$ cat src/rtl/seg_scan_ctrl.sv
// Seven-segment scan controller: walks the shared BCD decoder across the digit
// positions with a dark guard band per slot, optional leading-zero blanking and frame-aligned loads.
module seg_scan_ctrl #(
  parameter int NUM_DIGITS  = 8,
  parameter int REFRESH_DIV = 100000,
  parameter int GUARD       = 1000
) (
  input  logic                    clk,
  input  logic                    rst_n,
  input  logic                    load,
  input  logic [4*NUM_DIGITS-1:0] digits_in,
  input  logic                    lz_en,
  output logic                    load_ack,
  output logic [NUM_DIGITS-1:0]   an,
  output logic [3:0]              bcd
);

  localparam int CW = $clog2(REFRESH_DIV);
  localparam int IW = $clog2(NUM_DIGITS);
  localparam logic [CW-1:0] CNT_LAST  = CW'(REFRESH_DIV - 1);
  localparam logic [CW-1:0] CNT_GUARD = CW'(GUARD);
  localparam logic [IW-1:0] IDX_LAST  = IW'(NUM_DIGITS - 1);

  logic [CW-1:0]                cnt;
  logic [IW-1:0]                idx;
  logic [NUM_DIGITS-1:0][3:0]   stg;
  logic [NUM_DIGITS-1:0][3:0]   frm;
  logic                         pending;
  logic                         committed;
  logic                         slot_end;
  logic                         frame_end;
  logic [NUM_DIGITS-1:0]        blank;
  logic [NUM_DIGITS-1:0]        an_n;
  logic [3:0]                   digit_n;

  assign slot_end  = (cnt == CNT_LAST);
  assign frame_end = slot_end && (idx == IDX_LAST);

  always_ff @(posedge clk or negedge rst_n) begin
    if (!rst_n) begin
      cnt <= '0;
      idx <= '0;
    end else if (slot_end) begin
      cnt <= '0;
      idx <= (idx == IDX_LAST) ? '0 : idx + IW'(1);
    end else begin
      cnt <= cnt + CW'(1);
    end
  end

  // A load landing on the frame-end edge stays pending: the commit takes the older stg.
  always_ff @(posedge clk or negedge rst_n) begin
    if (!rst_n) begin
      stg       <= '1;
      frm       <= '1;
      pending   <= 1'b0;
      committed <= 1'b0;
    end else begin
      committed <= frame_end && pending;
      if (frame_end && pending) begin
        frm     <= stg;
        pending <= 1'b0;
      end
      if (load) begin
        stg     <= digits_in;
        pending <= 1'b1;
      end
    end
  end

  // A digit is blank when it and every more significant digit are zero.
  always_comb begin : blank_calc
    logic zero_run;
    blank    = '0;
    zero_run = 1'b1;
    for (int i = NUM_DIGITS - 1; i >= 1; i--) begin
      zero_run = zero_run && (frm[i] == 4'd0);
      blank[i] = lz_en && zero_run;
    end
  end

  always_comb begin
    digit_n = blank[idx] ? 4'hF : frm[idx];
    an_n    = '1;
    if (cnt >= CNT_GUARD) an_n[idx] = 1'b0;
  end

  always_ff @(posedge clk or negedge rst_n) begin
    if (!rst_n) begin
      an       <= '1;
      bcd      <= 4'hF;
      load_ack <= 1'b0;
    end else begin
      an       <= an_n;
      bcd      <= digit_n;
      load_ack <= committed;
    end
  end

endmodule

$ cat config.mk
export PLATFORM = sky130hd
export DESIGN_NAME = seg_scan_ctrl
export DESIGN_NICKNAME = d
export VERILOG_FILES = /design/src/rtl/seg_scan_ctrl.sv
export SDC_FILE = /design/constraint.sdc
export NUM_CORES = 1
export LEC_CHECK = 0
export CORE_AREA = 5 5 95 97
export CTS_CLUSTER_SIZE = 40
export DETAILED_ROUTE_END_ITERATION = 12
export DIE_AREA = 0 0 100 102
export GPL_ROUTABILITY_DRIVEN = 0
export PLACE_DENSITY = 0.78
export SLEW_MARGIN = 20
export SYNTH_ARGS = -nofsm -noshare
export SYNTH_HDL_FRONTEND = slang
export SYNTH_SLANG_ARGS = --single-unit
$ cat constraint.sdc
create_clock -name clk -period 2.73 [get_ports clk]
set_clock_uncertainty 0.1 [all_clocks]
set_input_delay 0.273 -clock clk [delete_from_list [all_inputs] [get_ports clk]]
set_output_delay 0.273 -clock clk [all_outputs]
set_load 0.02 [all_outputs]
======== Yosys cells after proc, flatten, opt, wreduce, memory -nomap -nowiden ========
Index checks and enable logic that the tools add are counted.
storage, ports and cells
  flip-flop bits (word level) ............. 99
  bits in latches ......................... 0
  RAM bits ................................ 0
  memory bits (read-only) ................. 0
  bits of input ports ..................... 36
  output and inout bits ................... 13
  word-level logic and storage cells ...... 67
  memories kept ........................... 0
cells by class
  add/subtract/negate cells ............... 2
  multipliers ............................. 0
  div/mod/pow operators ................... 0
  $lt $le $gt $ge ......................... 3
  eq/ne operators ......................... 2
  shifts and indexed selects .............. 0
  muxes and demuxes ....................... 12
  bitwise logic cells ..................... 1
  reduce and logical (&&, ||, !) cells .... 24
operator list
  operator                                                     number
  zero test 4 bit                                              7
  adder 17 x 1 -> 17 bit (second input constant)               1
  == test 17 bit (second input constant)                       1
  >= comparator 17 x 10 -> 1 bit (second input constant)       1
  two-way mux 17 bit                                           1
  logical AND 1 bit                                            16
  binary-select mux 4 bit (select 3 bit)                       1
  two-way mux 4 bit                                            2
  two-way mux 8 bit                                            1
  NOT 8 bit                                                    1
  less-than comparator 3 x 4 -> 1 bit (second input constant)  1
  two-way mux 1 bit                                            4
  adder 3 x 1 -> 3 bit (second input constant)                 1
  binary-select mux 1 bit (select 3 bit)                       1
  demux 1 bit (select 3 bit)                                   1
  == test 3 bit (second input constant)                        1
  >= comparator 3 x 1 -> 1 bit (second input constant)         1
  two-way mux 3 bit                                            1
  nonzero test 2 bit                                           1

======== Logic depth before layout (Yosys ltp) ========
Gate-level depths: netlist (run 1).
  depth in word-level cells ............... 11
  mapped depth ............................ 7
  gate-level depth less buffers ........... 5

======== Least setup slack after synthesis (run 1) ========
No wires, ideal clock.
  path kind ............................... register -> register
  start point ............................. reg cnt[0]
  end point ............................... reg frm[10] in the netlist's numbering
  setup time .............................. 0.082 ns
  arrival time ............................ 1.921 ns
  data required time ...................... 2.548 ns
  slack ................................... 0.627 ns
  stages on the path, launching flop included .. 8
  path buffers ............................ 2
  clock period less this slack ............ 2.103 ns
  cell sequence ........................... dfrtp_1 ha_1 and4_1 buf_4 nand2_4 nor4_4 buf_6 mux2_2
on the way
  cells in the longest elaborated chain, start to end .. 3
ends and longest elaborated chain
  what                    RTL line  text
  from (decl)             24        logic [CW-1:0] cnt;
  from (signal assigned)  47        cnt <= cnt + CW'(1);
  == test 17 bit          36        assign slot_end = (cnt == CNT_LAST);
  logical AND 1 bit       37        assign frame_end = slot_end && (idx == IDX_LAST);
  logical AND 1 bit       60        if (frame_end && pending) begin
  to (signal assigned)    61        frm <= stg;
  to (decl)               27        logic [NUM_DIGITS-1:0][3:0] frm;
No other way between the ends.
A chain may end at the register's enable or synchronous reset.

======== Worst setup path after layout (run 1) ========
  start point ............................. reg cnt[0]
  end point ............................... reg frm[7] in the netlist's numbering
The elaborated chain is that of the path after synthesis.

==> flow_metrics.env, run 1 <==
export IMPL_ys_async_sr_fraction_pct=100
export IMPL_cp_slowest_cell="dfrtp_1"
export IMPL_fin_cells=485
export IMPL_timing_hold_ws_ns=0.261
export IMPL_grt_busiest_layer="met2"
export IMPL_critical_path_required_ns=2.91
export IMPL_critical_path_class="reg2reg"
export IMPL_mostFrequentLayoutCell="dfstp_2"
export IMPL_drt_initial_drc_count=86
export IMPL_synthCells=323
export IMPL_vias=2655
export IMPL_drc=0
export IMPL_ys_flop_type="dfstp_2"
export IMPL_htreeDepth=3
export IMPL_cp_start_kind="flop"
export IMPL_netlist_area_leader_share_pct=45.6
export IMPL_rows=33
export IMPL_cts_clk_slew_worst_paths_ns=0.09
export IMPL_worst_slack_ns=0.452
export IMPL_clockBufferDepth=2
export IMPL_dieArea_sq_um=10200
export IMPL_wl_per_cell_um=15.9
export IMPL_root_buffer="clkbuf_8"
export IMPL_grt_overflow=0
export IMPL_crit_chain="ha_1, and4_1, nand2_4, nor4_4, buf_12, mux2_2"
export IMPL_fin_area_sq_um=5240
export IMPL_end_kind="flop"
export IMPL_synth_area_leaders="dfstp_2, mux2_2, dfrtp_1, mux2i_1, xnor2_1"
export IMPL_tightest_slew_ns=0.683
export IMPL_slew_viol_final=0
export IMPL_cts_resized=0
export IMPL_ys_types=47
export IMPL_routed_wl_um=7730
export IMPL_yosys_area_top_type="dfstp_2"
export IMPL_drtAntennaViolNets=0
export IMPL_die_w_um=100
export IMPL_clock_sinks=99
export IMPL_relSlewSlack_pct=54.5
export IMPL_diodes=0
export IMPL_drive_above_1_share_pct=45.5
export IMPL_fill_cells=628
export IMPL_fmax_mhz=439
export IMPL_ys_ff_latch=99
export IMPL_cpPeakStageDelay_ns=0.42
export IMPL_finalSetupViolCount=0
export IMPL_synth_nets=363
export IMPL_placedCellCount=468
export IMPL_outcome="finished, final reports clean"
export IMPL_drtPass1Iterations=4
export IMPL_critPathMaxFanout=32
export IMPL_grt_pass1_wl_um=13300
export IMPL_synth_enable_flop_cells=0
export IMPL_hpwlAfterDp_um=5480
export IMPL_viasPerCell=5.47
export IMPL_holdBufCountCts=1
export IMPL_fin_nets=415
export IMPL_grtUsageMet3_pct=3.48
export IMPL_mostFrequentLayoutCells="dfstp_2, mux2_2, clkdlybuf4s50_1, dfrtp_1, nand2_1"
export IMPL_power_mw=2.81
export IMPL_period_minus_slack_ns=2.28
export IMPL_power_leakage_nw=2.12
export IMPL_place_ws_ns=0.467
export IMPL_cts_tree="built"
export IMPL_ios=49
export IMPL_hold_path_class="reg2reg"
export IMPL_die_h_um=102
export IMPL_arrival_ns=2.46
export IMPL_clk_latency_ns=0.35
export IMPL_grt_max_degree=56
export IMPL_post_route_util_pct=65.1
export IMPL_grt_use_met1_pct=22.6
export IMPL_grt_setup_unrepaired="no"
export IMPL_postCtsSetupRepairBufs=0
export IMPL_setup_tns_ns=0
export IMPL_post_route_period_util_pct=83.5
export IMPL_netlist_area_sq_um=4380
export IMPL_placed_area_sq_um=4990
export IMPL_syn_area_per_cell_sq_um=13.6
export IMPL_grt_usage_pct=16.3
export IMPL_areaGrowthSynthToFinish_pct=19.6
export IMPL_yosys_warnings=0
export IMPL_core_area_sq_um=8050
export IMPL_antenna_found_initial=0
export IMPL_hold_violations=0
export IMPL_synth_seq_area_share_pct=58.7
export IMPL_grt_pass1_vias=2743
export IMPL_ir_worst_vdd_uv=272
export IMPL_start_util_pct=54.4
export IMPL_cts_buffers=9
export IMPL_maxCapViolations=0
export IMPL_port_buffer_count=48
export IMPL_use_met2_pct=25.3
export IMPL_power_density_nw_per_um2=537
==> cell families (layout without fill, tap and decap cells) <==
logic type,after synthesis,count (layout),synth area share [%]
AND/OR/NAND/NOR,85,85,11.0
flip-flops,99,99,58.7
multiplexers,81,81,20.8
buffers and inverters,19,76,2.23
adder cells (fa/ha/maj),4,4,1.14
XOR/XNOR,12,12,2.40
AO/OA/AOI/OAI,23,23,3.77
==> cells in the mapped netlist (3+ instances only) <==
cell type and instances:
mux2_2 66, dfstp_2 76, buf_6 3, nand2_1 20
mux2_1 5, clkbuf_1 10, mux2i_1 9, dfrtp_1 23
ha_1 4, xnor2_1 9, nor2b_1 6, inv_1 4
nand4_1 8, a2bb2oi_1 4, xor2_1 3, nand3_1 12
o21ai_0 7, nor2_1 11, nor3_1 3, nor4_1 7
==> path summary, 6_finish.rpt <==
| check | slack (ns) | end | startpoint | cells past startpoint |
|---|---|---|---|---|
| max in group asynchronous | 1.44 | an[3] | rst_n | 3 |
| setup / recovery | 0.45 | frm[7] | cnt[0] | 6 |
| setup reg to reg | 0.45 | frm[7] | cnt[0] | 6 |
| hold / removal | 0.26 | load_ack | committed | 0 |
| hold reg to reg | 0.26 | load_ack | committed | 0 |
| min in group asynchronous | 0.40 | cnt[8] | rst_n | 2 |
==> layout make-up <==
type	instances	area (sq um)	area share, %
clock buffer	11	163	3.10
clock inverter	5	80.1	1.53
sequential	99	2570	49.1
inverter	4	15.0	0.287
tap	105	131	2.51
multi-input combinational	205	1710	32.7
timing repair buffer	56	566	10.8
==> state kept, by name (all words and copies together) (netlist names) <==
signal,cells
bcd,4
an,8
load_ack,1
stg,32
cnt,17
pending,1
idx,3
committed,1
frm,32
==> critical path, delay by kind of cell, from the launching register on <==
family | cells | cell delay (ns)
fa+ha+maj | 1 | 0.22
buf+inv | 1 | 0.25
flops | 1 | 0.42
mux | 1 | 0.36
simple gates | 3 | 0.84
==> report_power, final <==
group / total [mW] / leakage (nW) / switching, mW / internal [mW]
Combinational: 0.146 / 0.902 / 0.0553 / 0.0906
Clock: 1.09 / 0.125 / 0.490 / 0.599
Sequential: 1.58 / 1.09 / 0.0259 / 1.55
==> per-layer routing <==
metal | up-vias | part of all wire, %
li1 | 1263 | -
met1 | 1326 | 47
met2 | 53 | 47
met3 | 13 | 4.1
met4 | 0 | 2.1
met5 | - | 0
(Power assumes the default switching activity.)
==> inputs of run 2 (changes only) <==
- clock period: 2.73 -> 2.2 ns (I/O delays scaled with it)
==> run 2 against run 1 <==
Against the previous run:
- utilization is 0.078 points higher
- via count increased by 0.75%
- setup slack lost 0.36 ns
- critical endpoint is now frm[8]
- highest routed layer unchanged
==> flow_metrics.env, run 2 (synthesized netlist as in run 1, its figures left out) <==
export IMPL_outcome="finished, final reports clean"
export IMPL_wl_per_cell_um=16.2
export IMPL_critical_path_required_ns=2.39
export IMPL_power_mw=3.27
export IMPL_cts_buffers=9
export IMPL_maxCapViolations=0
export IMPL_clock_sinks=99
export IMPL_cts_resized=0
export IMPL_antenna_found_initial=0
export IMPL_tightest_slew_ns=0.644
export IMPL_grt_max_degree=46
export IMPL_critical_path_class="reg2reg"
export IMPL_drive_above_1_share_pct=46.0
export IMPL_power_leakage_nw=2.13
export IMPL_htreeDepth=3
export IMPL_mostFrequentLayoutCell="dfstp_2"
export IMPL_grt_pass1_vias=2895
export IMPL_drt_initial_drc_count=109
export IMPL_cts_clk_slew_worst_paths_ns=0.09
export IMPL_rows=33
export IMPL_grt_usage_pct=16.9
export IMPL_vias=2675
export IMPL_start_util_pct=54.4
export IMPL_ios=49
export IMPL_grt_pass1_wl_um=13800
export IMPL_drtAntennaViolNets=0
export IMPL_relSlewSlack_pct=56.5
export IMPL_port_buffer_count=48
export IMPL_crit_chain="nor4_2, nand2_1, nor4_4, buf_4, clkbuf_16, mux2_2"
export IMPL_finalSetupViolCount=0
export IMPL_power_density_nw_per_um2=624
export IMPL_grt_setup_unrepaired="no"
export IMPL_viasPerCell=5.46
export IMPL_clk_latency_ns=0.36
export IMPL_end_kind="flop"
export IMPL_mostFrequentLayoutCells="dfstp_2, mux2_2, clkdlybuf4s50_1, dfrtp_1, nand2_1"
export IMPL_ir_worst_vdd_uv=283
export IMPL_routed_wl_um=7960
export IMPL_slew_viol_final=0
export IMPL_cp_slowest_cell="dfrtp_1"
export IMPL_areaGrowthSynthToFinish_pct=19.7
export IMPL_hpwlAfterDp_um=5550
export IMPL_critPathMaxFanout=16
export IMPL_die_w_um=100
export IMPL_post_route_period_util_pct=95.9
export IMPL_die_h_um=102
export IMPL_drc=0
export IMPL_crit_family="simple AND/OR/NAND/NOR gates"
export IMPL_hold_path_class="in2async"
export IMPL_drtPass1Iterations=4
export IMPL_period_minus_slack_ns=2.11
export IMPL_dieArea_sq_um=10200
export IMPL_critPathBufInv=2
export IMPL_hold_violations=0
export IMPL_core_area_sq_um=8050
export IMPL_setup_tns_ns=0
export IMPL_fmax_mhz=474
export IMPL_fin_nets=420
export IMPL_clockBufferDepth=2
export IMPL_root_buffer="clkbuf_8"
export IMPL_grt_overflow=0
export IMPL_cp_start_kind="flop"
export IMPL_cts_tree="built"
export IMPL_cpPeakStageDelay_ns=0.43
export IMPL_arrival_ns=2.30
export IMPL_reg_top3="frm: 32 flops, stg: 32 flops, cnt: 17 flops"
export IMPL_diodes=0
run 2: cell types whose count changed in the layout (fill, tap and decap cells not counted), sizes merged:
cell / before / now
buf: 8 / 12
clkinv: 1 / 5
bufinv: 2 / 1
inv: 6 / 4
run 2: cell type report:
class / instances / area (sq um)
clock buffer: 10 / 128
timing repair buffer: 61 / 621
multi-input combinational: 205 / 1710
inverter: 4 / 15.0
tap: 105 / 131
clock inverter: 6 / 66.3
fill: 624 / 2810
sequential: 99 / 2570
run 2: stage by stage:
stage               cell area (sq um)  cells  setup slack (ns)  utilization [%]  hold WS [ns]
floorplan                        4380    323            0.0971                -        -0.176
global placement                 5010    471             0.156             62.2        0.0498
detailed placement               5010    471            0.0699             62.2        0.0584
CTS                              5210    488            0.0571             64.8         0.209
global route                     5250    490           0.00296             65.2         0.243
finish                           5250    490            0.0896             65.2         0.213
run 2: final timing paths:
path                       startpoint  endpoint  slack, ns  cells after the start
max in group asynchronous       rst_n    frm[4]       1.07                      3
min reg2reg                 committed  load_ack       0.25                      0
max                           cnt[12]    frm[8]       0.09                      6
max reg2reg                   cnt[12]    frm[8]       0.09                      6
min                             rst_n    idx[1]       0.21                      2
min in group clk            committed  load_ack       0.25                      0
run 2: metal layers:
| layer | GRT usage (%) | vias up | wire length, um |
|---|---|---|---|
| li1 | - | 1272 | - |
| met1 | 22.7 | 1336 | 3680 |
| met2 | 27.7 | 57 | 3820 |
| met3 | 3.69 | 10 | 356 |
| met4 | 5.60 | 0 | 109 |
| met5 | 0 | - | 0 |
run 2: where the power goes:
part           switching [mW]  internal (mW)  total [mW]  leakage [nW]
sequential             0.0325           1.93        1.96          1.09
clock                   0.603          0.528        1.13         0.100
combinational          0.0682          0.114       0.182         0.933
run 2: worst register-to-register path, cell delays in order (launching register included):
cell       delay [ns]
dfrtp_1          0.43
nor4_2           0.37
nand2_1          0.18
nor4_4           0.24
buf_4            0.19
clkbuf_16        0.19
mux2_2           0.34
run 2: timing repair:
item	4_1_cts	5_1_grt
buffers inserted	0	1
hold buffers	1	0
endpoints found under the setup margin	0	32
endpoints found under the hold margin	25	0
